`src/rtl/dilated_tap_scheduler_if.sv`:
```
`default_nettype none
// ============================================================================
//  Module      : dilated_tap_scheduler_if
//  Description : Bundle of the upstream stream, the conv1d control/tap bus
//                and the downstream result signals of dilated_tap_scheduler.
//                'slave' is the scheduler's view, 'master' is the view of
//                whatever surrounds it (upstream producer + conv1d + sink).
//  Revision    : 1.0  initial release
// ============================================================================
interface dilated_tap_scheduler_if #(
  parameter int W = 16,
  parameter int D = 8
);
  // Upstream stream
  logic             in_v;
  logic             in_ready;
  logic [D*W-1:0]   in_data;
  logic             relu_en;
  // conv1d side
  logic             conv_rst;
  logic             conv_apply_relu;
  logic [D*W-1:0]   conv_a0;
  logic [D*W-1:0]   conv_a1;
  logic [D*W-1:0]   conv_a2;
  logic [D*W-1:0]   conv_a3;
  logic [D*W-1:0]   conv_out;
  logic             conv_out_v;
  // Downstream result
  logic             out_v;
  logic [D*W-1:0]   out_data;
  logic [15:0]      sample_count;

  modport master (
    output in_v, in_data, relu_en, conv_out, conv_out_v,
    input  in_ready, conv_rst, conv_apply_relu,
    input  conv_a0, conv_a1, conv_a2, conv_a3,
    input  out_v, out_data, sample_count
  );

  modport slave (
    input  in_v, in_data, relu_en, conv_out, conv_out_v,
    output in_ready, conv_rst, conv_apply_relu,
    output conv_a0, conv_a1, conv_a2, conv_a3,
    output out_v, out_data, sample_count
  );
endinterface
`default_nettype wire

```
`src/rtl/dilated_tap_scheduler.sv`:
```
`default_nettype none
// ============================================================================
//  Module      : dilated_tap_scheduler
//  Description : Keeps the last 3*DILATION+1 activation vectors in a ring and,
//                per accepted timestep, presents the dilated taps
//                x[t-3K], x[t-2K], x[t-K], x[t] to a conv1d instance, pulses
//                the conv's reset, waits for its result and forwards it as a
//                one-cycle valid.
//                Optional feature macro DTS_ZERO_PAD_EN: causal zero padding
//                of taps that reach before the first sample, and a ring that
//                is cleared on reset.
//  Revision    : 1.0  initial release
// ============================================================================
module dilated_tap_scheduler #(
  parameter int W        = 16,
  parameter int D        = 8,
  parameter int DILATION = 1
) (
  input  logic                    clk,
  input  logic                    rst,
  dilated_tap_scheduler_if.slave  dts_io
);

  localparam int DEPTH = 3 * DILATION + 1;
  localparam int DW    = D * W;
  localparam int AW    = $clog2(DEPTH);       // ring address width
  localparam int FW    = $clog2(DEPTH + 1);   // fill level needs to hold DEPTH
  localparam int NTAP  = 4;

  typedef enum logic [2:0] {
    S_IDLE     = 3'd0,
    S_LOAD     = 3'd1,
    S_CONV_RST = 3'd2,
    S_WAIT     = 3'd3,
    S_EMIT     = 3'd4
  } state_t;

  state_t          state_q, state_d;
  logic [AW-1:0]   wp_q, wp_d;
  logic [FW-1:0]   fill_q, fill_d;
  logic [DW-1:0]   out_data_q, out_data_d;
  logic [15:0]     count_q, count_d;
  logic            conv_rst_q;
  logic [DW-1:0]   ring_q [DEPTH];
  logic [DW-1:0]   tap_q  [NTAP];
  logic [DW-1:0]   tap_d  [NTAP];
  logic            w_accept;

  // Ring slot of the sample OFF timesteps back from the slot just written.
  // Adding DEPTH first keeps the subtraction non-negative; since OFF never
  // exceeds DEPTH-1 a single conditional subtract completes the modulo.
  function automatic logic [AW-1:0] tap_addr(input logic [AW-1:0] wp,
                                             input int          off);
    logic [AW:0] sum;
    sum = {1'b0, wp} + (AW+1)'(DEPTH) - (AW+1)'(off);
    if (sum >= (AW+1)'(DEPTH)) begin
      sum = sum - (AW+1)'(DEPTH);
    end
    return sum[AW-1:0];
  endfunction

  assign w_accept = (state_q == S_IDLE) && dts_io.in_v;

  // Next-state and datapath update decisions for the sequencing FSM
  always_comb begin
    state_d    = state_q;
    wp_d       = wp_q;
    fill_d     = fill_q;
    out_data_d = out_data_q;
    count_d    = count_q;
    case (state_q)
      S_IDLE: begin
        if (dts_io.in_v) begin
          if (fill_q != FW'(DEPTH)) begin
            fill_d = fill_q + FW'(1);
          end
          state_d = S_LOAD;
        end
      end
      S_LOAD: begin
        // Advance only after the taps have been read relative to the slot
        // written in IDLE, so x[t] is always at offset 0 from wp_q here.
        if (wp_q == AW'(DEPTH - 1)) begin
          wp_d = '0;
        end else begin
          wp_d = wp_q + AW'(1);
        end
        state_d = S_CONV_RST;
      end
      S_CONV_RST: begin
        state_d = S_WAIT;
      end
      S_WAIT: begin
        // The conv was reset in the previous cycle, so a stale out_v from
        // the last timestep cannot be seen here.
        if (dts_io.conv_out_v) begin
          out_data_d = dts_io.conv_out;
          state_d    = S_EMIT;
        end
      end
      S_EMIT: begin
        count_d = count_q + 16'd1;
        state_d = S_IDLE;
      end
      default: begin
        state_d = S_IDLE;
      end
    endcase
  end

  // Tap selection from the ring, optionally zero-padded before the first sample
  always_comb begin
    for (int n = 0; n < NTAP; n++) begin
      tap_d[n] = ring_q[tap_addr(wp_q, (3 - n) * DILATION)];
`ifdef DTS_ZERO_PAD_EN
      // fill_q already counts the sample written in IDLE
      if (FW'((3 - n) * DILATION) >= fill_q) begin
        tap_d[n] = '0;
      end
`endif
    end
  end

  // FSM state, pointers, counters and the registered conv reset
  always_ff @(posedge clk) begin
    if (rst) begin
      state_q    <= S_IDLE;
      wp_q       <= '0;
      fill_q     <= '0;
      out_data_q <= '0;
      count_q    <= '0;
      conv_rst_q <= 1'b1;
    end else begin
      state_q    <= state_d;
      wp_q       <= wp_d;
      fill_q     <= fill_d;
      out_data_q <= out_data_d;
      count_q    <= count_d;
      conv_rst_q <= (state_d == S_CONV_RST);
    end
  end

  // Tap registers: loaded once per timestep and held for the whole conv run
  always_ff @(posedge clk) begin
    if (rst) begin
      for (int n = 0; n < NTAP; n++) begin
        tap_q[n] <= '0;
      end
    end else if (state_q == S_LOAD) begin
      for (int n = 0; n < NTAP; n++) begin
        tap_q[n] <= tap_d[n];
      end
    end
  end

`ifdef DTS_ZERO_PAD_EN
  // Sample history ring, cleared on reset so padding reads are well defined
  always_ff @(posedge clk) begin
    if (rst) begin
      for (int i = 0; i < DEPTH; i++) begin
        ring_q[i] <= '0;
      end
    end else if (w_accept) begin
      ring_q[wp_q] <= dts_io.in_data;
    end
  end
`else
  // Sample history ring, left uninitialised: early taps are don't-care
  always_ff @(posedge clk) begin
    if (w_accept) begin
      ring_q[wp_q] <= dts_io.in_data;
    end
  end
`endif

  assign dts_io.in_ready        = (state_q == S_IDLE);
  assign dts_io.conv_rst        = conv_rst_q;
  assign dts_io.conv_apply_relu = dts_io.relu_en;
  assign dts_io.conv_a0         = tap_q[0];
  assign dts_io.conv_a1         = tap_q[1];
  assign dts_io.conv_a2         = tap_q[2];
  assign dts_io.conv_a3         = tap_q[3];
  assign dts_io.out_v           = (state_q == S_EMIT);
  assign dts_io.out_data        = out_data_q;
  assign dts_io.sample_count    = count_q;

endmodule
`default_nettype wire

```
`src/flat_wrapper.sv`:
```
// flat-port wrapper written by rule: the top's interface ports become plain ports
module dilated_tap_scheduler_flat 
#(
  parameter int W        = 16,
  parameter int D        = 8,
  parameter int DILATION = 1
)
  (clk, rst, dts_io_in_v, dts_io_in_data, dts_io_relu_en, dts_io_conv_out, dts_io_conv_out_v, dts_io_in_ready, dts_io_conv_rst, dts_io_conv_apply_relu, dts_io_conv_a0, dts_io_conv_a1, dts_io_conv_a2, dts_io_conv_a3, dts_io_out_v, dts_io_out_data, dts_io_sample_count);
  dilated_tap_scheduler_if #(.W(W), .D(D)) dts_io_i ();
  input  logic clk;
  input  logic rst;
  input wire logic [$bits(dts_io_i.in_v)-1:0] dts_io_in_v;
  input wire logic [$bits(dts_io_i.in_data)-1:0] dts_io_in_data;
  input wire logic [$bits(dts_io_i.relu_en)-1:0] dts_io_relu_en;
  input wire logic [$bits(dts_io_i.conv_out)-1:0] dts_io_conv_out;
  input wire logic [$bits(dts_io_i.conv_out_v)-1:0] dts_io_conv_out_v;
  output wire logic [$bits(dts_io_i.in_ready)-1:0] dts_io_in_ready;
  output wire logic [$bits(dts_io_i.conv_rst)-1:0] dts_io_conv_rst;
  output wire logic [$bits(dts_io_i.conv_apply_relu)-1:0] dts_io_conv_apply_relu;
  output wire logic [$bits(dts_io_i.conv_a0)-1:0] dts_io_conv_a0;
  output wire logic [$bits(dts_io_i.conv_a1)-1:0] dts_io_conv_a1;
  output wire logic [$bits(dts_io_i.conv_a2)-1:0] dts_io_conv_a2;
  output wire logic [$bits(dts_io_i.conv_a3)-1:0] dts_io_conv_a3;
  output wire logic [$bits(dts_io_i.out_v)-1:0] dts_io_out_v;
  output wire logic [$bits(dts_io_i.out_data)-1:0] dts_io_out_data;
  output wire logic [$bits(dts_io_i.sample_count)-1:0] dts_io_sample_count;
  assign dts_io_i.in_v = dts_io_in_v;
  assign dts_io_i.in_data = dts_io_in_data;
  assign dts_io_i.relu_en = dts_io_relu_en;
  assign dts_io_i.conv_out = dts_io_conv_out;
  assign dts_io_i.conv_out_v = dts_io_conv_out_v;
  assign dts_io_in_ready = dts_io_i.in_ready;
  assign dts_io_conv_rst = dts_io_i.conv_rst;
  assign dts_io_conv_apply_relu = dts_io_i.conv_apply_relu;
  assign dts_io_conv_a0 = dts_io_i.conv_a0;
  assign dts_io_conv_a1 = dts_io_i.conv_a1;
  assign dts_io_conv_a2 = dts_io_i.conv_a2;
  assign dts_io_conv_a3 = dts_io_i.conv_a3;
  assign dts_io_out_v = dts_io_i.out_v;
  assign dts_io_out_data = dts_io_i.out_data;
  assign dts_io_sample_count = dts_io_i.sample_count;
  dilated_tap_scheduler #(.W(W), .D(D), .DILATION(DILATION)) u_core (.clk(clk), .rst(rst), .dts_io(dts_io_i));
endmodule
```
`config.mk`:
```
export PLATFORM = sky130hd
export DESIGN_NAME = dilated_tap_scheduler_flat
export DESIGN_NICKNAME = d
export VERILOG_FILES = /design/src/rtl/dilated_tap_scheduler_if.sv /design/src/rtl/dilated_tap_scheduler.sv /design/src/flat_wrapper.sv
export SDC_FILE = /design/constraint.sdc
export NUM_CORES = 1
export LEC_CHECK = 0
export BUFFER_PORTS_ARGS = -buffer_cell sky130_fd_sc_hd__buf_2
export CORE_UTILIZATION = 30
export DETAILED_ROUTE_END_ITERATION = 12
export HOLD_SLACK_MARGIN = 0.12
export SKIP_CTS_REPAIR_TIMING = 1
export SLEW_MARGIN = 20
export SYNTH_ARGS = -nofsm -noshare
export SYNTH_HDL_FRONTEND = slang
export SYNTH_SLANG_ARGS = --single-unit
```
`constraint.sdc`:
```
create_clock -name clk -period 75.2 [get_ports clk]
set_clock_uncertainty 0.2 [all_clocks]
set_input_delay 15.04 -clock clk [delete_from_list [all_inputs] [get_ports clk]]
set_output_delay 15.04 -clock clk [all_outputs]
set_load 0.01 [all_outputs]
```
==> results of run 1 <==
==> cell type report <==
class	count	area (um2)
Fill cell	16043	107000
Sequential cell	1174	33800
Multi-Input combinational cell	1497	17000
Timing Repair Buffer	960	5000
Clock buffer	180	3680
Tap cell	2218	2780
Clock inverter	68	707
Antenna cell	16	40.0
Inverter	5	18.8
==> power groups by stage <==
| stage | logic (uW) | registers [uW] | clock network (uW) |
|---|---|---|---|
| 2_1_floorplan | 120 | 822 | 0 |
| 3_3_place_gp | 213 | 786 | 0 |
| 3_5_place_dp | 213 | 787 | 0 |
| 4_1_cts | 214 | 774 | 671 |
| 5_1_grt | 224 | 778 | 694 |
| 6_report | 208 | 774 | 654 |
==> worst paths after layout <==
kind | start | end | slack, ns | cells after the start
max | dts_io_relu_en | dts_io_conv_apply_relu | 44.92 | 0
min | u_core.dts_io.out_data[98] | u_core.dts_io.out_data[98] | 0.25 | 2
max reg2reg | u_core.state_q[0] | u_core.tap_q[0][12] | 70.10 | 6
min reg2reg | u_core.dts_io.out_data[98] | u_core.dts_io.out_data[98] | 0.25 | 2
==> routing by layer <==
metal / part of all wire, % / wire length (um)
met1: 40 / 58100
met4: 3.2 / 4610
met5: 0.061 / 89
met2: 50 / 72000
met3: 7.3 / 10600
==> synth_stat cells (2+ instances only) <==
cell type / n / area (um2)
and3_1: 5 / 31.3
clkbuf_1: 144 / 541
inv_1: 4 / 15.0
nand3_1: 6 / 30.0
ha_1: 5 / 62.6
o21ai_0: 6 / 30.0
mux4_2: 512 / 11500
nand4_1: 4 / 25.0
nor2_1: 16 / 60.1
and2_1: 513 / 3210
nor3_1: 4 / 20.0
o21bai_1: 2 / 15.0
buf_2: 22 / 110
or3_1: 4 / 25.0
dfxtp_1: 150 / 3000
buf_1: 51 / 191
xnor2_1: 4 / 35.0
nand2_1: 263 / 987
and4_1: 2 / 17.5
xor2_1: 6 / 52.6
edfxtp_1: 1024 / 30700
a21oi_1: 133 / 666
==> state kept, by name (all words and copies together) (netlist names) <==
register                    flops
u_core.dts_io.conv_rst          1
u_core.dts_io.out_data        128
u_core.dts_io.sample_count     16
u_core.ring_q                 512
u_core.state_q                  3
u_core.tap_q                  512
u_core.wp_q                     2
==> stage by stage <==
stage | hold WS, ns | instances
6_report | 0.249 | 6118
5_1_grt | 0.265 | 6108
4_1_cts | 0.251 | 6101
3_5_place_dp | 0.243 | 5853
3_3_place_gp | 0.239 | 5853
2_1_floorplan | 0.269 | 2895
==> kinds of logic (layout without fill, tap and decap cells) <==
| logic type | after synthesis | after routing | synth area share, % |
|---|---|---|---|
| AOI/OAI and AO/OA | 144 | 144 | 1.42 |
| DFF | 1174 | 1174 | 65.5 |
| xor gates and xnor gates | 10 | 10 | 0.170 |
| buffers and inverters | 224 | 1213 | 1.71 |
| other | 0 | 16 | 0 |
| and+or+nand+nor | 825 | 825 | 8.67 |
| adders and majority gates | 5 | 5 | 0.121 |
| muxes | 513 | 513 | 22.4 |
==> impl_results.md, run 1 <==
- Worst hold path type: flop to flop
- Fin area: 62,900 um2
- Total congestion overflow: 0
- Async SR Flop Fraction: 0%
- Power Density: 26.0 nW/um2
- Most common cell after layout, fill and taps aside: edfxtp_1
- Largest net degree at the start of global routing: 277
- Leak Pwr: 0.0225 uW
- Util after Layout: 37.0%
- Setup-failing EPs final: 0
- Width of the die: 416 um
- Vias after detailed routing: 30,233
- Num rows: 151
- Clock slew at reported path FFs: 0.05 ns
- Clock latency on the worst-skew pair: 0.79 ns
- VDD IR max: 0.0000215 V
- RSZ-0062 raised after global routing: false
- Crit-path max FO: 1
- Slew headroom: 20.3%
- Comb power frac: 12.7%
- Grt met2 use: 26.8%
- CTS buffer count: 136
- Drt pass-1 iters: 5
- Post-DRT Antenna Nets: 0
- Cell Area, Synth: 51,500 um2
- Final Power: 1640 uW
- Post-DP Area: 58,500 um2
- Pre-CTS WS: 44.92 ns
- Top_reg_cell synth: edfxtp_1
- Fmax: 33.0 MHz
- Met3 GRT Util: 4.29%
- CP arrival: 15.04 ns
- Ratio of cells with drive above 1 in the final layout: 43.1%
- Syn avg cell area: 17.8 um2
- P_sw: 404 uW
- Setup WS post-layout: 44.92 ns
- DRC errors left: 0
- Tcrit/Tclk final: 40.3%
- I/O Buffers: 918
- Crit path kind: input port to output pin
- Max clock buf depth: 3
- Worst Path Required: 59.96 ns
- # H-tree levels: 4
- First-pass GRT wire length: 207,000 um
- Clock sinks: 1,174
- Max-Cap Viols: 0
- Clock share of power: 40.0%
- CP Launch Type: input port
- Commonest cells after routing, fill and taps aside: edfxtp_1, buf_2, and2_1
- TNS Setup: 0 ns
- Die height: 416 um
- Num ports: 921
- Busiest grt layer: met2
- Post-synth EDFFs: 1,024
- Routed vias/inst: 4.94
- Seq cells post-synth: 1,174
- Vias in the first global route: 29,127
- CTS tree: built
- GR Layer Usage met1: 20.8%
- Initial core utilization: 30.3%
- Critical Path Sink Type: output pin
- Post-synth net total: 3,161
- Status: finished, final reports clean
- Final Hold Viols: 0
- Drt total wl: 145,000 um
- Cell internal pwr: 1230 uW
- NumNets Final: 4,040
- Sw frac: 24.7%
- Post-layout min period: 30.28 ns
- Synth warn: 0
- Slew @ Worst Pin: 1.20 ns
- Area grow syn2layout: 22.2%
- Antenna violations before repair: 44
- Flop pwr share: 47.3%
- GP Congestion: 0.957
- Die area: 173,000 um2
- Core area: 170,000 um2
- DR iter-0 viols: 2,472
- Seq/Total Area, Yosys: 65.5%
- Max-slew violation count: 0
- WL/cell: 23.8 um
- Library cells used by synthesis: 37
- Syn Inst Count: 2,895
- GRT Total Usage: 16.4%
- Hpwl dp: 100,000 um
- Root Driver: clkbuf_16
Note: power is estimated with default switching activity, not from simulation.
==> run 2: changes to the inputs <==
- clock period: 75.2 -> 29.6 ns (I/O delays scaled with it)
==> impl_results.md, run 2 (synthesis gave the netlist of run 1 again) <==
- Status: finished, final reports clean
- Antenna violations before repair: 36 (-18%)
- Flop pwr share: 48.0% (+0.7 points)
- Max clock buf depth: 3 (unchanged)
- Clock slew at reported path FFs: 0.06 ns (about the same)
- Hold WS: 0.249 ns (-0.000178 ns)
- Hpwl dp: 99,300 um (-1.2%)
- Setup-failing EPs final: 0 (unchanged)
- Clock share of power: 39.1% (-0.9 points)
- Post-DP Area: 58,500 um2 (about the same)
- Area of the multi-input gates: 17,000 um2 (about the same)
- FF+latch area: 33,800 um2 (unchanged)
- Post-layout min period: 12.04 ns
- Ratio of cells with drive above 1 in the final layout: 43.3% (+0.19 points)
- Cell internal pwr: 3100 uW (+150%)
- Worst Path Required: 23.48 ns (-36.48 ns)
- # H-tree levels: 4 (unchanged)
- NumNets Final: 4,043 (+0.074%)
- Width of the die: 416 um (unchanged)
- Clock sinks: 1,174 (unchanged)
- Num ports: 921 (unchanged)
- Total congestion overflow: 0 (unchanged)
- DR iter-0 viols: 2,328 (-5.8%)
- Leak Pwr: 0.0225 uW (-0.24%)
- Die height: 416 um (unchanged)
- Vias in the first global route: 29,372 (+0.84%)
- CTS buffer count: 133 (-2.2%)
- Max-Cap Viols: 0 (unchanged)
- Setup WS post-layout: 17.56 ns (-27.36 ns)
- Critical Path Sink Type: output pin
- Worst hold path type: flop to flop
- Slew @ Worst Pin: 1.11 ns (-0.0845 ns)
- DRC errors left: 0 (unchanged)
- Num rows: 151 (unchanged)
- Initial core utilization: 30.3% (unchanged)
- VDD IR max: 0.0000463 V (+120%)
- Drt pass-1 iters: 5 (unchanged)
- GRT Total Usage: 16.2% (-0.19 points)
- Max-slew violation count: 0 (unchanged)
- Tcrit/Tclk final: 40.7%
- Die area: 173,000 um2 (unchanged)
- GP Congestion: 0.969 (+1.3%)
- Fin area: 62,700 um2 (-0.32%)
- CTS tree: built
- Pre-CTS WS: 17.56 ns (-27.36 ns)
- CP Launch Type: input port
- I/O Buffers: 918 (unchanged)
- TNS Setup: 0 ns (unchanged)
- Power Density: 65.3 nW/um2 (+150%)
- Sw frac: 24.4% (-0.26 points)
- Slew headroom: 26.0% (+5.6 points)
- RSZ-0062 raised after global routing: false
- Final Hold Viols: 0 (unchanged)
- Crit-path max FO: 1 (unchanged)
- Post-DRT Antenna Nets: 0 (unchanged)
- Final Power: 4100 uW (+150%)
- Drt total wl: 143,000 um (-1.7%)
- Largest net degree at the start of global routing: 151 (-45%)
- Routed vias/inst: 4.93 (-0.17%)
- Root Driver: clkbuf_16
- CP arrival: 5.92 ns (-9.12 ns)
- Clock latency on the worst-skew pair: 0.77 ns (-0.02 ns)
- Core area: 170,000 um2 (unchanged)
- Vias after detailed routing: 30,167 (-0.22%)
- WL/cell: 23.4 um (-1.7%)
- Filler instances: 16,005 (-0.24%)
- First-pass GRT wire length: 206,000 um (-0.53%)
- Comb power frac: 12.9% (+0.2 points)
- Fmax: 83.1 MHz
- Commonest cells after routing, fill and taps aside: edfxtp_1, buf_2, and2_1
- Crit path kind: input port to output pin
- Most common cell after layout, fill and taps aside: edfxtp_1
- Area grow syn2layout: 21.8%
- P_sw: 1000 uW (+150%)
run 2: changes by cell type in the layout (fill, tap and decap cells not counted), sizes merged:
cell      delta
clkinv       +8
clkinvlp     +2
clkbuf      -17
diode        -2
buf          +6
run 2: power groups by stage:
stage | Combinational [uW] | Sequential (uW) | Clock, uW
floorplan | 304 | 2090 | 0
global placement | 539 | 2000 | 0
detailed placement | 541 | 2000 | 0
CTS | 543 | 1970 | 1640
global route | 569 | 1980 | 1710
finish | 529 | 1970 | 1600
run 2: final cells by class:
class	count	area share (%)
multi-input cells	1497	27.0
clock inverters	78	1.07
repair buffers	966	7.96
inverters	5	0.0299
flip-flops and latches	1174	53.8
diodes	14	0.0558
well taps	2218	4.42
clock buffers	163	5.63
run 2: path summary, 6_finish.rpt:
kind	start	endpoint	slack [ns]	cells after the start
worst max-delay path	dts_io_relu_en	dts_io_conv_apply_relu	17.56	0
worst min-delay path	u_core.dts_io.out_data[97]	u_core.dts_io.out_data[97]	0.25	2
worst max register to register	u_core.state_q[0]	u_core.tap_q[2][96]	24.77	6
worst min register to register	u_core.dts_io.out_data[97]	u_core.dts_io.out_data[97]	0.25	2
run 2: worst reg2reg max path: stages (launching register included):
cell and delay, ns:
dfxtp_1 0.40, nand2b_1 0.24, o21bai_4 0.31, buf_4 0.72, buf_4 0.75, buf_12 0.55
buf_4 1.25
run 2: through the flow:
step	utilization, %	instances
2_1_floorplan	-	2895
3_3_place_gp	34.4	5860
3_5_place_dp	34.4	5860
4_1_cts	36.9	6101
5_1_grt	36.9	6110
6_report	36.9	6115
run 2: layer usage:
layer	share of wire (%)	up-vias	wire length (um)	global-route usage (%)
met5	0.038	-	54	0
met4	3.2	8	4610	5.69
met3	7.4	241	10500	4.30
met2	50	1022	70800	26.5
met1	40	15698	56900	20.5
li1	-	13198	-	-
